===== config.mk =====
export PLATFORM = sky130hd
export DESIGN_NAME = sub_share_ctrl
export DESIGN_NICKNAME = d
export VERILOG_FILES = /design/src/rtl/sub_share_ctrl.sv
export SDC_FILE = /design/constraint.sdc
export NUM_CORES = 1
export LEC_CHECK = 0
export BUFFER_PORTS_ARGS = -buffer_cell sky130_fd_sc_hd__buf_4
export CAP_MARGIN = 25
export CORE_UTILIZATION = 49
export DETAILED_ROUTE_END_ITERATION = 8
export PLACE_DENSITY = 0.81
export SLEW_MARGIN = 10
export SYNTH_ARGS = -nofsm -noshare
export SYNTH_HDL_FRONTEND = slang
export SYNTH_SLANG_ARGS = --single-unit
export TNS_END_PERCENT = 5

===== constraint.sdc =====
create_clock -name clk -period 3.5 [get_ports clk]
set_input_delay 1.05 -clock clk [delete_from_list [all_inputs] [get_ports clk]]
set_output_delay 1.05 -clock clk [all_outputs]
set_load 0.005 [all_outputs]

===== src/rtl/sub_share_ctrl.sv =====
// sub_share_ctrl: four-requester controller around one shared W-bit subtractor.
// Define SUBCTRL_ROUND_ROBIN_EN for round-robin arbitration; otherwise fixed priority (0 highest).
module substractor #(parameter int W = 32) (
   input  logic [W-1:0] a,
   input  logic [W-1:0] b,
   output logic [W-1:0] d,
   output logic         borrow
);
   assign {borrow, d} = {1'b0, a} - {1'b0, b};
endmodule

module sub_share_ctrl #(parameter int W = 32) (
   input  logic           clk,
   input  logic           rst_n,
   input  logic [3:0]     Req_i,
   input  logic [4*W-1:0] Data_A_i,
   input  logic [4*W-1:0] Data_B_i,
   output logic [3:0]     Ack_o,
   output logic [W-1:0]   Data_S_o,
   output logic           Borrow_o,
   output logic           Busy_o
);
   typedef enum logic [1:0] {IDLE, CALC, DONE} state_t;
   state_t state, state_nx;
   logic [W-1:0] a_q, b_q, d;
   logic [1:0] g_q, gnt;
   logic borrow;
`ifdef SUBCTRL_ROUND_ROBIN_EN
   logic [1:0] last_q;
   // descending scan so the nearest requester after last_q is assigned last and wins
   always_comb begin
      gnt = last_q;
      for (int i = 4; i >= 1; i--)
         if (Req_i[last_q + 2'(i)]) gnt = last_q + 2'(i);
   end
   always_ff @(posedge clk)
      if (!rst_n) last_q <= 2'd3;
      else if (state == DONE) last_q <= g_q;
`else
   assign gnt = Req_i[0] ? 2'd0 : Req_i[1] ? 2'd1 : Req_i[2] ? 2'd2 : 2'd3;
`endif
   substractor #(.W(W)) u_sub (.a(a_q), .b(b_q), .d(d), .borrow(borrow));
   always_ff @(posedge clk)
      state <= !rst_n ? IDLE : state_nx;
   always_comb begin
      state_nx = state;
      state_nx = (state == IDLE) ? (|Req_i ? CALC : IDLE) : (state == CALC) ? DONE : IDLE;
   end
   always_ff @(posedge clk)
      if (!rst_n) begin
         Ack_o    <= 4'b0000;
         Data_S_o <= '0;
         Borrow_o <= 1'b0;
         Busy_o   <= 1'b0;
         a_q      <= '0;
         b_q      <= '0;
         g_q      <= 2'd0;
      end else begin
         Busy_o <= state_nx != IDLE;
         Ack_o  <= (state == CALC) ? 4'b0001 << g_q : 4'b0000;
         if (state == IDLE && |Req_i) begin
            a_q <= Data_A_i[gnt*W +: W];
            b_q <= Data_B_i[gnt*W +: W];
            g_q <= gnt;
         end
         if (state == CALC) begin
            Data_S_o <= d;
            Borrow_o <= borrow;
         end
      end
endmodule

==> flow_metrics.env, run 1 <==
export IMPL_status="finished clean"
export IMPL_totalWireLength_um=22400
export IMPL_stdcell_count=1426
export IMPL_syn_inst=995
export IMPL_critPathKind="reg2reg"
export IMPL_yosys_area_top_type="dfxtp_1"
export IMPL_worst_pin_slew_ns=0.765
export IMPL_setup_viol=0
export IMPL_viasPerCell=5.49
export IMPL_synth_cell_area_um2=7140
export IMPL_netlist_top_cells_count="150 x nor2_1, 117 x nand2_1, 111 x a21oi_1"
export IMPL_ir_drop_mv=0.307
export IMPL_internal_power_uw=2850
export IMPL_rsz0062_at_grt="no"
export IMPL_grt_pass1_wl_um=35000
export IMPL_num_nets_final=1536
export IMPL_clk_latency_ns=0.35
export IMPL_rows=43
export IMPL_synth_most_common_cell="nor2_1"
export IMPL_postCtsSetupRepairBufs=0
export IMPL_synth_seq_area_share_pct=29.7
export IMPL_final_cell_area_um2=9780
export IMPL_min_period_over_period_pct=89.2
export IMPL_clk_pin_slew_ns=0.07
export IMPL_critPathRequiredTime_ns=3.73
export IMPL_die_y_um=123
export IMPL_vias=7829
export IMPL_crit_path_end_kind="flip-flop"
export IMPL_path_cells="inv_1 > ha_1 > fa_1 > nand2b_1 > o2bb2ai_1 > o31ai_1 > a31oi_1 > o311a_1 > nor3_1 > o211a_1 > or4_1 > o211ai_1"
export IMPL_synth_top_area_share_pct=29.7
export IMPL_multi_input_area_um2=4570
export IMPL_drive_gt1_share_pct=26.6
export IMPL_p_comb_share_pct=41.5
export IMPL_root_buffer="clkbuf_16"
export IMPL_chipWidth_um=123
export IMPL_startpoint_type="flip-flop"
export IMPL_die_area_um2=15100
export IMPL_finalHoldViolCount=0
export IMPL_fmax_ghz=0.320
export IMPL_cts_tree="done"
export IMPL_core_area_um2=14000
export IMPL_track_usage_pct=29.6
export IMPL_synth_distinct_cells=52
export IMPL_synth_async_reset_ratio_pct=0
export IMPL_drc=0
export IMPL_setup_tns_final_ns=0
export IMPL_p_switching_uw=1540
export IMPL_grt_max_degree=131
export IMPL_drt_pass1_iter_count=5
export IMPL_hp_class="reg2reg"
export IMPL_cts_max_level=3
export IMPL_fillers=1239
export IMPL_ys_ff_latch=106
export IMPL_antenna_left=0
export IMPL_io_pins=300
export IMPL_diodes=0
export IMPL_hpwl_um=17500
export IMPL_place_area_um2=9450
export IMPL_synth_avg_cell_area_um2=7.18
export IMPL_area_growth_pct=36.9
export IMPL_max_stage_delay_ns=0.40
export IMPL_synthFlopType="dfxtp_1"
export IMPL_synth_edf_count=0
export IMPL_worst_path_max_fanout=4
export IMPL_p_total_uw=4390
export IMPL_fin_ws_ns=0.380
export IMPL_grt_pass1_vias=7059
export IMPL_p_per_area_nw_per_um2=449
export IMPL_antenna_found_initial=0
export IMPL_timing_slew_headroom_pct=48.9
export IMPL_seq_power_share_pct=33.4
export IMPL_ys_warn_count=0
export IMPL_p_leak_uw=0.00459
export IMPL_cts_repair_resized=0
export IMPL_cts_buffers=9
export IMPL_slew_viol_final=0
export IMPL_postCtsHoldBufs=0
export IMPL_post_place_cells=1410
export IMPL_clock_skew_ns=0.00689
export IMPL_clockPowerShare_pct=25.1
export IMPL_critPathTopFamily="compound AO/OA/AOI/OAI gates"
export IMPL_syn_num_nets=1290
export IMPL_grt_ovfl_total=0
export IMPL_switching_share_pct=35.0
export IMPL_drtIter0Drc=656
export IMPL_wl_per_cell_um=15.7
export IMPL_numPortBuffers=299
export IMPL_gp_congestion=0.907
export IMPL_crit_path_top_delay_cell="o311a_1"
export IMPL_start_util_pct=50.9
export IMPL_clock_path_buffers=2
export IMPL_ys_top_cells_by_area="dfxtp_1 30%, mux2i_1 9.1%, nor2_1 7.9%"
export IMPL_path_buf_inv=1
export IMPL_period_needed_ns=3.12
export IMPL_cap_violations=0
export IMPL_cts_sinks=106
export IMPL_worstPathArrival_ns=3.35
export IMPL_regArea_um2=2120
export IMPL_place_ws_ns=0.423
[registers in the layout (all words and copies together), names as in the netlist]
name	flops
Ack_o	4
Borrow_o	1
Busy_o	1
Data_S_o	32
a_q	32
b_q	32
g_q	2
state	2
[cell families after synthesis]
kind of cell             count (synthesis)  share of synthesized area, %
AND/OR/NAND/NOR                        328                          19.0
AO/OA/AOI/OAI                          323                          27.4
buffers and inverters                  119                          6.36
flip-flops                             106                          29.7
multiplexers                            65                          9.11
adder cells (fa/ha/maj)                 33                          5.89
XOR/XNOR                                21                          2.58
[layout by cell type, fill, tap and decap left out, types with 3 or more instances in the layout]
| master | count |
|---|---|
| a211oi_1 | 8 |
| a21o_1 | 13 |
| a21oi_1 | 111 |
| a31oi_1 | 6 |
| and2_1 | 3 |
| and3_1 | 5 |
| buf_12 | 3 |
| buf_4 | 308 |
| clkbuf_16 | 9 |
| dfxtp_1 | 106 |
| ha_1 | 32 |
| inv_1 | 42 |
| mux2i_1 | 65 |
| nand2_1 | 117 |
| nand2b_1 | 9 |
| nand3_1 | 17 |
| nor2_1 | 150 |
| nor2b_1 | 3 |
| nor3_1 | 9 |
| nor3b_1 | 3 |
| o211ai_1 | 67 |
| o21ai_0 | 85 |
| o21bai_1 | 8 |
| or3_1 | 4 |
| xnor2_1 | 11 |
| xor2_1 | 10 |
[stage by stage]
stage | hold WS (ns) | utilization (%)
2_1_floorplan | 0.448 | -
3_3_place_gp | 0.440 | 67.3
3_5_place_dp | 0.446 | 67.3
4_1_cts | 0.456 | 69.6
5_1_grt | 0.469 | 69.6
6_report | 0.452 | 69.6
[power by group through the flow]
stage / registers [uW] / logic (uW) / clock network, uW
global route: 1490 / 2030 / 1160
detailed placement: 1490 / 1790 / 0
finish: 1470 / 1820 / 1100
CTS: 1470 / 1800 / 1110
floorplan: 1470 / 1170 / 0
global placement: 1480 / 1760 / 0
[worst register-to-register path, stage by stage (launching register included)]
cell and delay, ns:
dfxtp_1 0.33, inv_1 0.05, ha_1 0.21, fa_1 0.39, nand2b_1 0.18, o2bb2ai_1 0.18, o31ai_1 0.36, a31oi_1 0.24
o311a_1 0.40, nor3_1 0.28, o211a_1 0.19, or4_1 0.11, o211ai_1 0.08
[area by class of cell]
cell class | count | share of cell area [%]
clock buffers | 9 | 2.30
clock inverters | 7 | 1.02
inverters | 43 | 1.65
multi-input cells | 770 | 46.8
flip-flops and latches | 106 | 21.7
well taps | 180 | 2.30
repair buffers | 311 | 24.3
[routing by layer]
metal	vias up	track usage [%]	part of all wire, %
li1	3978	-	-
met1	3523	41.9	46
met2	300	46.4	46
met3	28	3.76	6.6
met4	0	9.15	1.8
met5	-	0	0
[worst paths after layout]
kind | cells past startpoint | slack [ns] | end | from
max | 12 | 0.38 | Data_S_o[30] | a_q[0]
min | 2 | 0.45 | Data_S_o[21] | Data_S_o[21]
max reg2reg | 12 | 0.38 | Data_S_o[30] | a_q[0]
min reg2reg | 2 | 0.45 | Data_S_o[21] | Data_S_o[21]
No activity file was read; power rests on OpenSTA's default activity.
==> run 2, diff against run 1 <==
--- a/config.mk
+++ b/config.mk
@@ -10,6 +10,7 @@
 export CORE_UTILIZATION = 49
 export DETAILED_ROUTE_END_ITERATION = 8
 export PLACE_DENSITY = 0.81
+export REMOVE_ABC_BUFFERS = 1
 export SLEW_MARGIN = 10
 export SYNTH_ARGS = -nofsm -noshare
 export SYNTH_HDL_FRONTEND = slang
==> flow_metrics.env, run 2 (synthesis results as in run 1) <==
export IMPL_track_usage_pct=25.0
export IMPL_die_y_um=123
export IMPL_start_util_pct=50.9
export IMPL_grt_pass1_vias=6786
export IMPL_rows=43
export IMPL_cts_sinks=106
export IMPL_switching_share_pct=35.2
export IMPL_totalWireLength_um=19200
export IMPL_worst_pin_slew_ns=0.692
export IMPL_cts_max_level=3
export IMPL_clk_latency_ns=0.34
export IMPL_crit_path_end_kind="flip-flop"
export IMPL_internal_power_uw=2710
export IMPL_critPathKind="reg2reg"
export IMPL_fmax_ghz=0.307
export IMPL_slew_viol_final=0
export IMPL_rsz0062_at_grt="no"
export IMPL_timing_slew_headroom_pct=53.3
export IMPL_area_growth_pct=36.3
export IMPL_die_area_um2=15100
export IMPL_ir_drop_mv=0.301
export IMPL_num_nets_final=1534
export IMPL_drc=0
export IMPL_top_regs="Data_S_o x32, a_q x32, b_q x32"
export IMPL_worstPathArrival_ns=3.46
export IMPL_p_switching_uw=1470
export IMPL_path_buf_inv=1
export IMPL_critPathTopFamily="compound AO/OA/AOI/OAI gates"
export IMPL_diodes=0
export IMPL_p_total_uw=4180
export IMPL_clockPowerShare_pct=22.6
export IMPL_antenna_found_initial=0
export IMPL_root_buffer="clkbuf_16"
export IMPL_chipWidth_um=123
export IMPL_hp_class="reg2reg"
export IMPL_cts_tree="done"
export IMPL_hpwl_um=14600
export IMPL_final_common_cell="buf_4"
export IMPL_gp_congestion=0.872
export IMPL_p_leak_uw=0.00456
export IMPL_drt_pass1_iter_count=5
export IMPL_min_period_over_period_pct=93.0
export IMPL_grt_pass1_wl_um=30600
export IMPL_grt_ovfl_total=0
export IMPL_clock_path_buffers=2
export IMPL_path_cells="inv_1 > ha_1 > o21ai_0 > a21oi_1 > o31ai_1 > a21oi_1 > o41ai_1 > o21ai_1 > a31oi_1 > o221ai_1"
export IMPL_core_area_um2=14000
export IMPL_viasPerCell=5.37
export IMPL_postCtsSetupRepairBufs=0
export IMPL_numPortBuffers=299
export IMPL_wl_per_cell_um=13.5
export IMPL_clock_skew_ns=0.00670
export IMPL_antenna_left=0
export IMPL_max_stage_delay_ns=0.69
export IMPL_p_per_area_nw_per_um2=429
export IMPL_cts_repair_resized=0
export IMPL_hold_ws_ns=0.453
export IMPL_worst_path_max_fanout=4
export IMPL_status="finished clean"
export IMPL_cts_buffers=9
export IMPL_postCtsHoldBufs=0
export IMPL_seq_power_share_pct=35.0
export IMPL_setup_viol=0
export IMPL_grt_max_degree=131
export IMPL_period_needed_ns=3.25
export IMPL_clk_pin_slew_ns=0.07
export IMPL_finalHoldViolCount=0
export IMPL_critPathRequiredTime_ns=3.70
export IMPL_drtIter0Drc=379
export IMPL_startpoint_type="flip-flop"
export IMPL_cap_violations=0
export IMPL_cp_common_cell="a21oi_1"
export IMPL_io_pins=300
export IMPL_vias=7646
export IMPL_drive_gt1_share_pct=26.5
export IMPL_layout_common_cells="305 x buf_4, 150 x nor2_1, 117 x nand2_1, 111 x a21oi_1, 106 x dfxtp_1"
export IMPL_crit_path_top_delay_cell="o41ai_1"
export IMPL_p_comb_share_pct=42.4
run 2: power groups by stage:
stage          clock network, uW  logic [uW]  registers (uW)
6_report                     944        1770            1460
4_1_cts                      963        1770            1460
3_3_place_gp                   0        1730            1480
2_1_floorplan                  0        1120            1470
3_5_place_dp                   0        1760            1490
5_1_grt                     1010        1980            1480
run 2: area by class of cell:
type / instances / area [um2]
timing repair buffer: 309 / 2370
fill: 1259 / 4310
clock buffer: 9 / 225
inverter: 43 / 163
sequential: 106 / 2120
tap: 180 / 225
clock inverter: 7 / 53.8
multi-input combinational: 770 / 4570
run 2: per-stage QoR:
stage / std cells / setup WS [ns] / setup TNS, ns / area (um2) / util [%]
6_report: 1424 / 0.245 / 0 / 9730 / 69.3
3_5_place_dp: 1408 / 0.384 / 0 / 9450 / 67.3
5_1_grt: 1424 / 0.0612 / 0 / 9730 / 69.3
2_1_floorplan: 919 / -3.87 / -255.11 / 6850 / -
3_3_place_gp: 1408 / 0.480 / 0 / 9450 / 67.3
4_1_cts: 1424 / 0.303 / 0 / 9730 / 69.3
run 2: worst paths after layout:
path                             startpoint            to  slack [ns]  depth (start not counted)
worst max-delay path                 b_q[2]  Data_S_o[29]        0.25                         10
worst min-delay path            Data_S_o[6]   Data_S_o[6]        0.45                          2
worst max register to register       b_q[2]  Data_S_o[29]        0.25                         10
worst min register to register  Data_S_o[6]   Data_S_o[6]        0.45                          2
run 2: tightest hold or removal path, delay by kind of cell, from the launching register on:
family,cells,cell delay [ns]
and+or+nand+nor,1,0.05
AOI/OAI and AO/OA,1,0.05
DFF,1,0.31
run 2: routing by layer:
metal	up-vias	track usage, %	wire, um
met5	-	0	0
met3	17	3.44	1130
met4	0	6.10	232
met1	3433	30.2	8120
met2	226	46.1	9700
li1	3970	-	-
